$ cat src/rtl/regfile_writeback.sv
// -----------------------------------------------------------------------------
// regfile_writeback
//   Write-side front end for the register file. Merges the single-cycle ALU
//   result stream and a long-latency (load / mul-div) result stream into the
//   register file's single write port. Long-latency results are buffered in a
//   small FIFO. A per-register scoreboard tracks destinations that are still
//   awaiting a long-latency result.
//
// Ports
//   elk        clock, rising edge
//   nrst       synchronous, active-high reset
//   alu_*      ALU result (valid/addr/data); alu_stall asks upstream to idle
//   lu_*       long-latency result handshake (valid/ready/addr/data)
//   iss_*      long-latency issue; marks destination pending
//   pending    scoreboard, bit n = register n awaiting long-latency result
//   lq_count   queue occupancy
//   wr_*       registered register-file write port
//   proto_err  sticky: alu_valid observed while alu_stall was high
// -----------------------------------------------------------------------------
module regfile_writeback #(
    parameter int DATA_W     = 32,
    parameter int ADDR_W     = 5,
    parameter int LQ_DEPTH   = 2,
    parameter int STARVE_MAX = 4,
    localparam int NREG  = 2 ** ADDR_W,
    localparam int CNT_W = $clog2(LQ_DEPTH + 1),
    localparam int PTR_W = (LQ_DEPTH > 1) ? $clog2(LQ_DEPTH) : 1,
    localparam int ST_W  = $clog2(STARVE_MAX + 1)
) (
    input  logic              elk,
    input  logic              nrst,
    input  logic              alu_valid,
    input  logic [ADDR_W-1:0] alu_addr,
    input  logic [DATA_W-1:0] alu_data,
    output logic              alu_stall,
    input  logic              lu_valid,
    output logic              lu_ready,
    input  logic [ADDR_W-1:0] lu_addr,
    input  logic [DATA_W-1:0] lu_data,
    input  logic              iss_valid,
    input  logic [ADDR_W-1:0] iss_addr,
    output logic [NREG-1:0]   pending,
    output logic [CNT_W-1:0]  lq_count,
    output logic              wr_en,
    output logic [ADDR_W-1:0] wr_addr,
    output logic [DATA_W-1:0] wr_data,
    output logic              proto_err
);

    // Queue storage
    logic [ADDR_W-1:0] lq_addr_mem [LQ_DEPTH];
    logic [DATA_W-1:0] lq_data_mem [LQ_DEPTH];
    logic [PTR_W-1:0]  wr_ptr_reg, rd_ptr_reg;
    logic [CNT_W-1:0]  count_reg, count_next;

    logic [ST_W-1:0]   starve_reg, starve_next;
    logic [NREG-1:0]   pending_reg, pending_next;
    logic              wr_en_reg, wr_en_next;
    logic [ADDR_W-1:0] wr_addr_reg, wr_addr_next;
    logic [DATA_W-1:0] wr_data_reg, wr_data_next;
    logic              proto_err_reg;

    logic              not_empty, push, pop, alu_win;
    logic [ADDR_W-1:0] head_addr;
    logic [DATA_W-1:0] head_data;

    function automatic logic [PTR_W-1:0] ptr_inc(input logic [PTR_W-1:0] p);
        return (p == PTR_W'(LQ_DEPTH - 1)) ? '0 : p + PTR_W'(1);
    endfunction

    assign not_empty = (count_reg != '0);
    // Readiness comes from the registered count only, so a same-cycle pop
    // never makes room for a push into a full queue.
    assign lu_ready  = (count_reg < CNT_W'(LQ_DEPTH)) & ~nrst;
    assign alu_stall = (starve_reg == ST_W'(STARVE_MAX)) & not_empty & ~nrst;
    assign push      = lu_valid & lu_ready;
    assign alu_win   = alu_valid & ~alu_stall;
    assign pop       = not_empty & ~alu_win;
    assign head_addr = lq_addr_mem[rd_ptr_reg];
    assign head_data = lq_data_mem[rd_ptr_reg];

    // Write-port selection. Address 0 consumes the slot but never writes.
    always_comb begin
        wr_en_next   = 1'b0;
        wr_addr_next = wr_addr_reg;
        wr_data_next = wr_data_reg;
        if (alu_win) begin
            wr_en_next = (alu_addr != '0);
            if (alu_addr != '0) begin
                wr_addr_next = alu_addr;
                wr_data_next = alu_data;
            end
        end else if (pop) begin
            wr_en_next = (head_addr != '0);
            if (head_addr != '0) begin
                wr_addr_next = head_addr;
                wr_data_next = head_data;
            end
        end
    end

    always_comb begin
        count_next = count_reg;
        case ({push, pop})
            2'b10:   count_next = count_reg + CNT_W'(1);
            2'b01:   count_next = count_reg - CNT_W'(1);
            default: count_next = count_reg;
        endcase
    end

    // Starvation counter counts ALU wins while long-latency work waits.
    always_comb begin
        starve_next = starve_reg;
        if (pop || !not_empty)
            starve_next = '0;
        else if (alu_win && starve_reg != ST_W'(STARVE_MAX))
            starve_next = starve_reg + ST_W'(1);
    end

    // Scoreboard: issue set wins over pop clear; register 0 is never pending.
    generate
        for (genvar gi = 0; gi < NREG; gi++) begin : g_pend
            if (gi == 0) begin : g_zero
                assign pending_next[gi] = 1'b0;
            end else begin : g_reg
                assign pending_next[gi] =
                    (iss_valid && iss_addr == ADDR_W'(gi)) ||
                    (pending_reg[gi] && !(pop && head_addr == ADDR_W'(gi)));
            end
        end
    endgenerate

    always_ff @(posedge elk) begin
        if (push) begin
            lq_addr_mem[wr_ptr_reg] <= lu_addr;
            lq_data_mem[wr_ptr_reg] <= lu_data;
        end
    end

    always_ff @(posedge elk) begin
        if (nrst) begin
            wr_ptr_reg    <= '0;
            rd_ptr_reg    <= '0;
            count_reg     <= '0;
            starve_reg    <= '0;
            pending_reg   <= '0;
            wr_en_reg     <= 1'b0;
            wr_addr_reg   <= '0;
            wr_data_reg   <= '0;
            proto_err_reg <= 1'b0;
        end else begin
            if (push) wr_ptr_reg <= ptr_inc(wr_ptr_reg);
            if (pop)  rd_ptr_reg <= ptr_inc(rd_ptr_reg);
            count_reg     <= count_next;
            starve_reg    <= starve_next;
            pending_reg   <= pending_next;
            wr_en_reg     <= wr_en_next;
            wr_addr_reg   <= wr_addr_next;
            wr_data_reg   <= wr_data_next;
            if (alu_valid && alu_stall) proto_err_reg <= 1'b1;
        end
    end

    assign pending   = pending_reg;
    assign lq_count  = count_reg;
    assign wr_en     = wr_en_reg;
    assign wr_addr   = wr_addr_reg;
    assign wr_data   = wr_data_reg;
    assign proto_err = proto_err_reg;

endmodule

$ cat config.mk
export PLATFORM = sky130hd
export DESIGN_NAME = regfile_writeback
export DESIGN_NICKNAME = d
export VERILOG_FILES = /design/src/rtl/regfile_writeback.sv
export SDC_FILE = /design/constraint.sdc
export NUM_CORES = 1
export LEC_CHECK = 0
export ABC_AREA = 1
export CAP_MARGIN = 20
export CORE_ASPECT_RATIO = 1.2
export CORE_MARGIN = 5
export CORE_UTILIZATION = 35
export CTS_BUF_LIST = sky130_fd_sc_hd__clkbuf_16
export CTS_CLUSTER_SIZE = 14
export DETAILED_ROUTE_END_ITERATION = 6
export DONT_BUFFER_PORTS = 1
export GPL_TIMING_DRIVEN = 0
export SETUP_SLACK_MARGIN = 0.15
export SKIP_LAST_GASP = 1
export SYNTH_ARGS = -nofsm -noshare
export SYNTH_HDL_FRONTEND = slang
export SYNTH_SLANG_ARGS = --single-unit
$ cat constraint.sdc
create_clock -name elk -period 6.6 [get_ports elk]
set_input_delay 0.99 -clock elk [delete_from_list [all_inputs] [get_ports elk]]
set_output_delay 0.99 -clock elk [all_outputs]
set_load 0.02 [all_outputs]
; ---- Word level (Yosys, flattened, before mapping)
; Memory sizes are Yosys's and may differ from the RTL's. A register that Yosys moved wholly into a read port is not among the register bits.
; Cells that the tools add are included.
[classes]
reduce_logical = 167
bitwise_logic = 9
n_lt_le_gt_ge = 1
n_mux = 19
eq_ne = 67
addsub = 5
[op_table]
columns = cell, n
row1 = $eq 5x5->1 const B, 32
row2 = $mux 32, 4
row3 = $logic_and 1x1->1, 95
row4 = $eq 5x4->1 const B, 16
row5 = $eq 5x3->1 const B, 8
row6 = $logic_not 1->1, 32
row7 = $logic_or 1x1->1, 32
row8 = $eq 5x2->1 const B, 4
row9 = $mux 5, 4
row10 = $eq 5x1->1 const B, 2
row11 = $mux 1, 10
row12 = $reduce_bool 5->1, 2
row13 = $reduce_bool 2->1, 4
row14 = $and 1x1->1, 6
row15 = $pmux 2 s2, 1
row16 = $add 3x1->3 const B, 1
row17 = $eq 3x3->1 const B, 1
row18 = $ne 3x3->1 const B, 1
row19 = $not 1->1, 3
row20 = $reduce_and 3->1, 1
row21 = $add 1x1->1 const B, 2
row22 = $add 2x1->2 const B, 1
row23 = $eq 2x1->1 const B, 1
row24 = $eq 2x2->1 const B, 1
row25 = 4 further kinds, 4
[totals]
ramBits = 74
reg_bits = 78
n_memories = 2
out_inout_bits = 75
input_bits = 84
elab_cells = 280
[mem_list]
columns = name, words, word_bits, read_ports, rd_ports_with_merged_regs, write_ports, line
row1 = lq_data_mem, 2, 32, 1, 1, 1, 52  ; logic [DATA_W-1:0] lq_data_mem [LQ_DEPTH];
row2 = lq_addr_mem, 2, 5, 1, 1, 1, 51  ; logic [ADDR_W-1:0] lq_addr_mem [LQ_DEPTH];

; ---- Longest topological paths before layout
; Gate-level depths: netlist (run 1).
[depth]
ltp_word = 11
mapped_depth = 13
depth_no_buf = 13

; ---- Worst setup path before layout (run 1)
; Ideal clock, no wire load.
[synth_timing]
kind = input -> register
from = input nrst
to = memory lq_addr_mem[1][0] (enable)
t_required_ns = 6.167
n_path_buf = 1
arrival_time_ns = 3.312
stages = 4
path_slack_ns = 2.855
setup_time_ns = 0.433
cell_sequence = clkbuf_1 nor2_1 nand2_1 nor2_1
[synth_between]
elab_chain_cells = 5
[synth_lines]
columns = element, line
row1 = start: declaration, 31  ; input logic nrst,
row2 = $not 1->1, 74  ; assign lu_ready = (count_reg < CNT_W'(LQ_DEPTH)) & ~nrst;
row3 = $and 1x1->1, 74
row4 = via lu_ready, 37  ; output logic lu_ready,
row5 = $and 1x1->1, 76  ; assign push = lu_valid & lu_ready;
row6 = $mux 1, 134  ; if (push) begin
row7 = $mux 1 (implied by the code), 135  ; lq_addr_mem[wr_ptr_reg] <= lu_addr;
row8 = end: declaration, 51
; The timed path passes the listed nets, and every way through them passes these cells.

; ---- Worst setup path after layout (run 1)
[layout_timing]
from = input nrst
to = output alu_stall
[layout_between]
elab_chain_cells = 2
[layout_lines]
columns = element, line
row1 = $not 1->1, 75  ; assign alu_stall = (starve_reg == ST_W'(STARVE_MAX)) & not_empty & ~nrst;
row2 = $and 1x1->1, 75
row3 = end: declaration, 35  ; output logic alu_stall,
; No other way between the ends.

==> results.md, run 1 <==
* CP endpoint kind: primary output
* Io pins at 159
* Overflow after GRT at 0
* HPWL after DPL at 13600 µm
* # diodes at 0
* Cell family with most CP delay: simple AND/OR/NAND/NOR gates
* Clock slew at reported path FFs at 0.06 ns
* Root Driver: clkbuf_16
* Yosys cell types at 31
* P_sw at 760 µW
* Htree depth at 4
* Initial Util at 35.4%
* Final nets at 893
* Share of post-route cells with drive strength above 1 at 10.1%
* CTS Sinks at 152
* Core area at 0.0189 mm²
* Die width at 136 µm
* Largest net degree at the start of global routing at 21
* #FFs+latches synth at 152
* Gate power share at 15.9%
* Mapped Cells at 785
* Status: completed
* Hold Crit Class: register to register
* Fmax at 343 MHz
* # rows at 55
* Post-Syn Area at 0.00668 mm²
* DR vias/cell at 4.70
* Antenna Nets Post-Route at 0
* Worst-margin pin slew at 0.778 ns
* DRT Wirelength at 18100 µm
* Post_cts resized at 0
* Pre-antenna DRT Iters at 4
* Max FFs per register at 64
* Slowest cell on the critical path: nor3_1
* Clock Power Share at 38.1%
* Vias in the first global route at 5031
* Post-layout util at 40.6%
* PD cells at 325 mW/mm²
* Final setup vio count at 0
* Period minus WS final at 2.91 ns
* Area Growth Syn to Fin at 14.5%
* Switching share of power at 30.5%
* CP max stage delay at 0.71 ns
* Clk buf depth at 2
* Post-CTS Hold Buffers at 0
* DRT iter0 DRCs at 248
* Overall global routing resource usage at 16.6%
* Initial antenna violation count at 0
* YS warnings at 0
* Max Slew Vio Count at 0
* Final total power at 2490 µW
* Via count at 5051
* Worst Path Buf+Inv at 1
* Final hold vios at 0
* MaxCap Viol Count at 0
* Int Pwr at 1730 µW
* CP cell instances: clkbuf_1 -> nor3_1
* Critical path required time at 5.61 ns
* Num CTS Buffers at 17
* Die Height at 161 µm
* Setup Skew at 0.0160 ns
* Final Hold Slack at 0.448 ns
* Relative slew slack at 47.7%
* RSZ-0062 raised after global routing: false
* Final Wtd Congestion at 0.828
* Routed wire per std cell at 16.8 µm
* Kind of critical path: input port to primary output
* Clk_lat worst skew at 0.42 ns
* Register area share after synthesis at 56.6%
* Worst EP arrival at 1.92 ns
* Part of the power in registers at 46.0%
* Fin Setup TNS at 0 ns
* Post-CTS setup buffer count at 0
* I/O Buffers at 0
* Lkg Pwr at 0.00311 µW
* Post-synth net total at 872
* VDD IR-drop max at 0.171 mV
* Critical Path Start Type: input port
* Die area at 0.0220 mm²
* Residual DRC at 0
* Largest fanout on the critical path at 10
* Avg Cell Area, Syn at 8.51 µm²
* First-pass GRT wire length at 27900 µm
* Final period util at 44.1%
* TritonCTS clock tree: yes
==> cells in the final DEF (no fill, tap or decap), drive strengths merged, types with 4 or more instances in the layout <==
cell type and count:
clkbuf 35, o21ai 30, inv 39, buf 27, clkinv 4, edfxtp 74
nand3 8, nand3b 35, nor2 77, nand2 327, a21oi 74, dfxtp 78
==> cell usage after synthesis (all sizes together) <==
library cell | instances | area [µm²]
xnor2 | 1 | 8.76
dfxtp | 78 | 1560
inv | 30 | 115
a21oi | 74 | 382
o21ai | 30 | 154
xor2 | 1 | 8.76
buf | 25 | 176
nor3 | 3 | 15.0
or2 | 2 | 12.5
ha | 3 | 37.5
conb | 1 | 3.75
nand3b | 35 | 263
nand2 | 327 | 1280
clkbuf | 16 | 61.3
edfxtp | 74 | 2220
nand3 | 8 | 65.1
nor2 | 77 | 313
==> routing by layer <==
layer  track usage, %  wire (µm)  share of wire [%]  vias up
li1                 -          -                  -     2589
met1             19.3       7100                 39     2297
met2             27.7       8870                 49      144
met3             6.73       1710                9.4       21
met4             5.96        404                2.2        0
met5                0          0                  0        -
==> final timing paths <==
kind	cells past startpoint	from	slack, ns	to
setup reg to reg	4	lq_count[1]	4.29	lq_data_mem[0][10]
hold / removal	1	starve_reg[0]	0.45	starve_reg[0]
setup / recovery	2	nrst	3.69	alu_stall
hold reg to reg	1	starve_reg[0]	0.45	starve_reg[0]
==> area by class of cell <==
class | count | area (µm²)
Buffer | 41 | 238
Clock buffer | 19 | 475
Clock inverter | 13 | 104
Fill cell | 1942 | 11200
Inverter | 30 | 115
Multi-Input combinational cell | 562 | 2560
Sequential cell | 152 | 3780
Tap cell | 256 | 320
Timing Repair Buffer | 2 | 55.1
==> power groups by stage <==
stage	Sequential [µW]	Combinational, µW	Clock, µW
floorplan	1150	302	0
global placement	1170	390	0
CTS	1150	403	972
detailed placement	1170	401	0
global route	1150	450	1010
finish	1140	396	948
==> cell families (layout without fill, tap and decap cells) <==
logic type	after synthesis	count (layout)	share of synthesized area, %
flip-flops	152	152	56.6
AO/OA/AOI/OAI	104	104	8.01
adder cells (fa/ha/maj)	3	3	0.562
buffers and inverters	71	105	5.28
other	1	1	0.0561
XOR/XNOR	2	2	0.262
AND/OR/NAND/NOR	452	452	29.2
==> metrics by stage <==
stage | setup slack, ns | cell area, µm² | cells
2_1_floorplan | 2.85 | 6680 | 785
3_3_place_gp | 1.57 | 7000 | 1041
3_5_place_dp | 3.45 | 7070 | 1043
4_1_cts | 3.70 | 7650 | 1075
5_1_grt | 3.67 | 7650 | 1075
6_report | 3.69 | 7650 | 1075
Note: power is estimated with default switching activity, not from simulation.
==> run 2, diff against run 1 <==
==> constraint.sdc (replaced) <==
create_clock -name elk -period 2.9 [get_ports elk]
set_input_delay 0.435 -clock elk [delete_from_list [all_inputs] [get_ports elk]]
set_output_delay 0.435 -clock elk [all_outputs]
set_load 0.02 [all_outputs]
==> run 2 against run 1 <==
Register-to-register slack got worse by 3.5 ns. Setup slack worse by 3.0 ns. Utilization shrank 0.16 points. Clock skew down 0.0071 ns. Power increased by 130%. Flip-flop and latch count did not move. Global-route usage is 0.22 points higher. Worst hold slack got worse by 0.34 ns. Die area unchanged. Non-clock buffer count unchanged. Sequential power is 130% higher. Final area shrank 0.39%. Highest routed layer unchanged.
==> results.md, run 2 (same netlist as run 1, synthesis figures left out) <==
* Initial Util at 35.4%
* Final period util at 77.3%
* Vias in the first global route at 4932
* Int Pwr at 3910 µW
* Status: completed
* RSZ-0062 raised after global routing: false
* Period minus WS final at 2.24 ns
* Clk buf depth at 2
* Critical path required time at 2.47 ns
* Gate power share at 16.1%
* Share of post-route cells with drive strength above 1 at 9.89%
* Part of the power in registers at 46.3%
* Fin Setup TNS at 0 ns
* VDD IR-drop max at 0.396 mV
* Hold Crit Class: input port to register
* Worst EP arrival at 1.81 ns
* HPWL after DPL at 13600 µm
* Clock slew at reported path FFs at 0.07 ns
* Largest net degree at the start of global routing at 30
* Area Growth Syn to Fin at 14.1%
* Final setup vio count at 0
* Most frequent cells in the layout: nand2_1, dfxtp_1, edfxtp_1, nor2_1, a21oi_1
* Die width at 136 µm
* Post_cts resized at 0
* Fmax at 446 MHz
* DRT iter0 DRCs at 208
* Antenna Nets Post-Route at 0
* Flip-flop and latch area at 0.00378 mm²
* Routed wire per std cell at 17.0 µm
* Worst-margin pin slew at 0.723 ns
* MaxCap Viol Count at 0
* First-pass GRT wire length at 28200 µm
* Final Hold Slack at 0.103 ns
* DR vias/cell at 4.65
* Slowest cell on the critical path: nor3_1
* Commonest non-fill, non-tap cell in the layout: nand2_1
* Number of fill cells at 1938
* Overflow after GRT at 0
* Root Driver: clkbuf_16
* Residual DRC at 0
* Final total power at 5620 µW
* Max FFs per register at 64
* Kind of critical path: register to primary output
* Clk_lat worst skew at 0.42 ns
* Pre-antenna DRT Iters at 4
* P_sw at 1710 µW
* Critical Path Start Type: register
* Die area at 0.0220 mm²
* Lkg Pwr at 0.00310 µW
* Final nets at 893
* Post-CTS Hold Buffers at 0
* Switching share of power at 30.4%
* Crit path depth at 2
* Htree depth at 4
* Reg2Reg Depth at 4
* Via count at 4997
* Die Height at 161 µm
* Max Slew Vio Count at 0
* Final hold vios at 0
* Cell family with most CP delay: simple AND/OR/NAND/NOR gates
* Core area at 0.0189 mm²
* Num CTS Buffers at 17
* # diodes at 0
* Area of the multi-input gates at 0.00256 mm²
* Final Wtd Congestion at 0.805
* PD cells at 738 mW/mm²
* # rows at 55
* TritonCTS clock tree: yes
* Worst Path Buf+Inv at 0
* Hold Path Cell Cnt at 0
* Setup Skew at 0.00896 ns
* Post-layout util at 40.4%
* Io pins at 159
* DRT Wirelength at 18300 µm
* CP cell instances: nor2_1 -> nor3_1
* Overall global routing resource usage at 16.9%
* CTS Sinks at 152
* Relative slew slack at 51.4%
* Clock Power Share at 37.6%
* Largest fanout on the critical path at 5
* Initial antenna violation count at 0
* CP max stage delay at 0.60 ns
* Post-CTS setup buffer count at 0
* CP endpoint kind: primary output
* I/O Buffers at 0
## run 2: changes by cell type in the layout (fill, tap and decap cells not counted), moves of 2 or more
cell,previous run,this run
inv_6,6,4
inv_4,3,5
buf_16,2,0
buf_12,0,2
clkinv_2,2,0
## run 2: power by group through the flow
stage	Clock, µW	Combinational (µW)	Sequential [µW]
6_report	2110	904	2600
5_1_grt	2270	1030	2620
4_1_cts	2170	916	2610
3_5_place_dp	0	912	2650
3_3_place_gp	0	894	2650
2_1_floorplan	0	689	2620
## run 2: layout make-up
cell class / count / share of cell area, %
buffer: 41 / 3.12
clock buffer: 19 / 6.24
clock inverter: 13 / 1.17
inverter: 30 / 1.51
multi-input combinational: 562 / 33.6
sequential: 152 / 49.6
tap: 256 / 4.20
timing repair buffer: 2 / 0.525
## run 2: per-stage QoR
stage	cells	instance area, µm²	worst slack [ns]
2_1_floorplan	785	6690	0.302
3_3_place_gp	1041	7010	-0.569
3_5_place_dp	1043	7060	0.522
4_1_cts	1075	7620	0.623
5_1_grt	1075	7620	0.536
6_report	1075	7620	0.658
## run 2: worst paths after layout
| kind | from | to | slack [ns] |
|---|---|---|---|
| max | lq_count[1] | alu_stall | 0.66 |
| min | lu_data[28] | lq_data_mem[0][28] | 0.10 |
| max reg2reg | lq_count[1] | lq_data_mem[1][13] | 0.80 |
| min reg2reg | starve_reg[0] | starve_reg[0] | 0.45 |
## run 2: per-layer routing
| layer | track usage, % | vias to the layer above | part of all wire [%] |
|---|---|---|---|
| li1 | - | 2597 | - |
| met1 | 20.1 | 2251 | 41 |
| met2 | 27.5 | 125 | 48 |
| met3 | 6.54 | 24 | 8.3 |
| met4 | 6.28 | 0 | 2.4 |
| met5 | 0 | - | 0 |
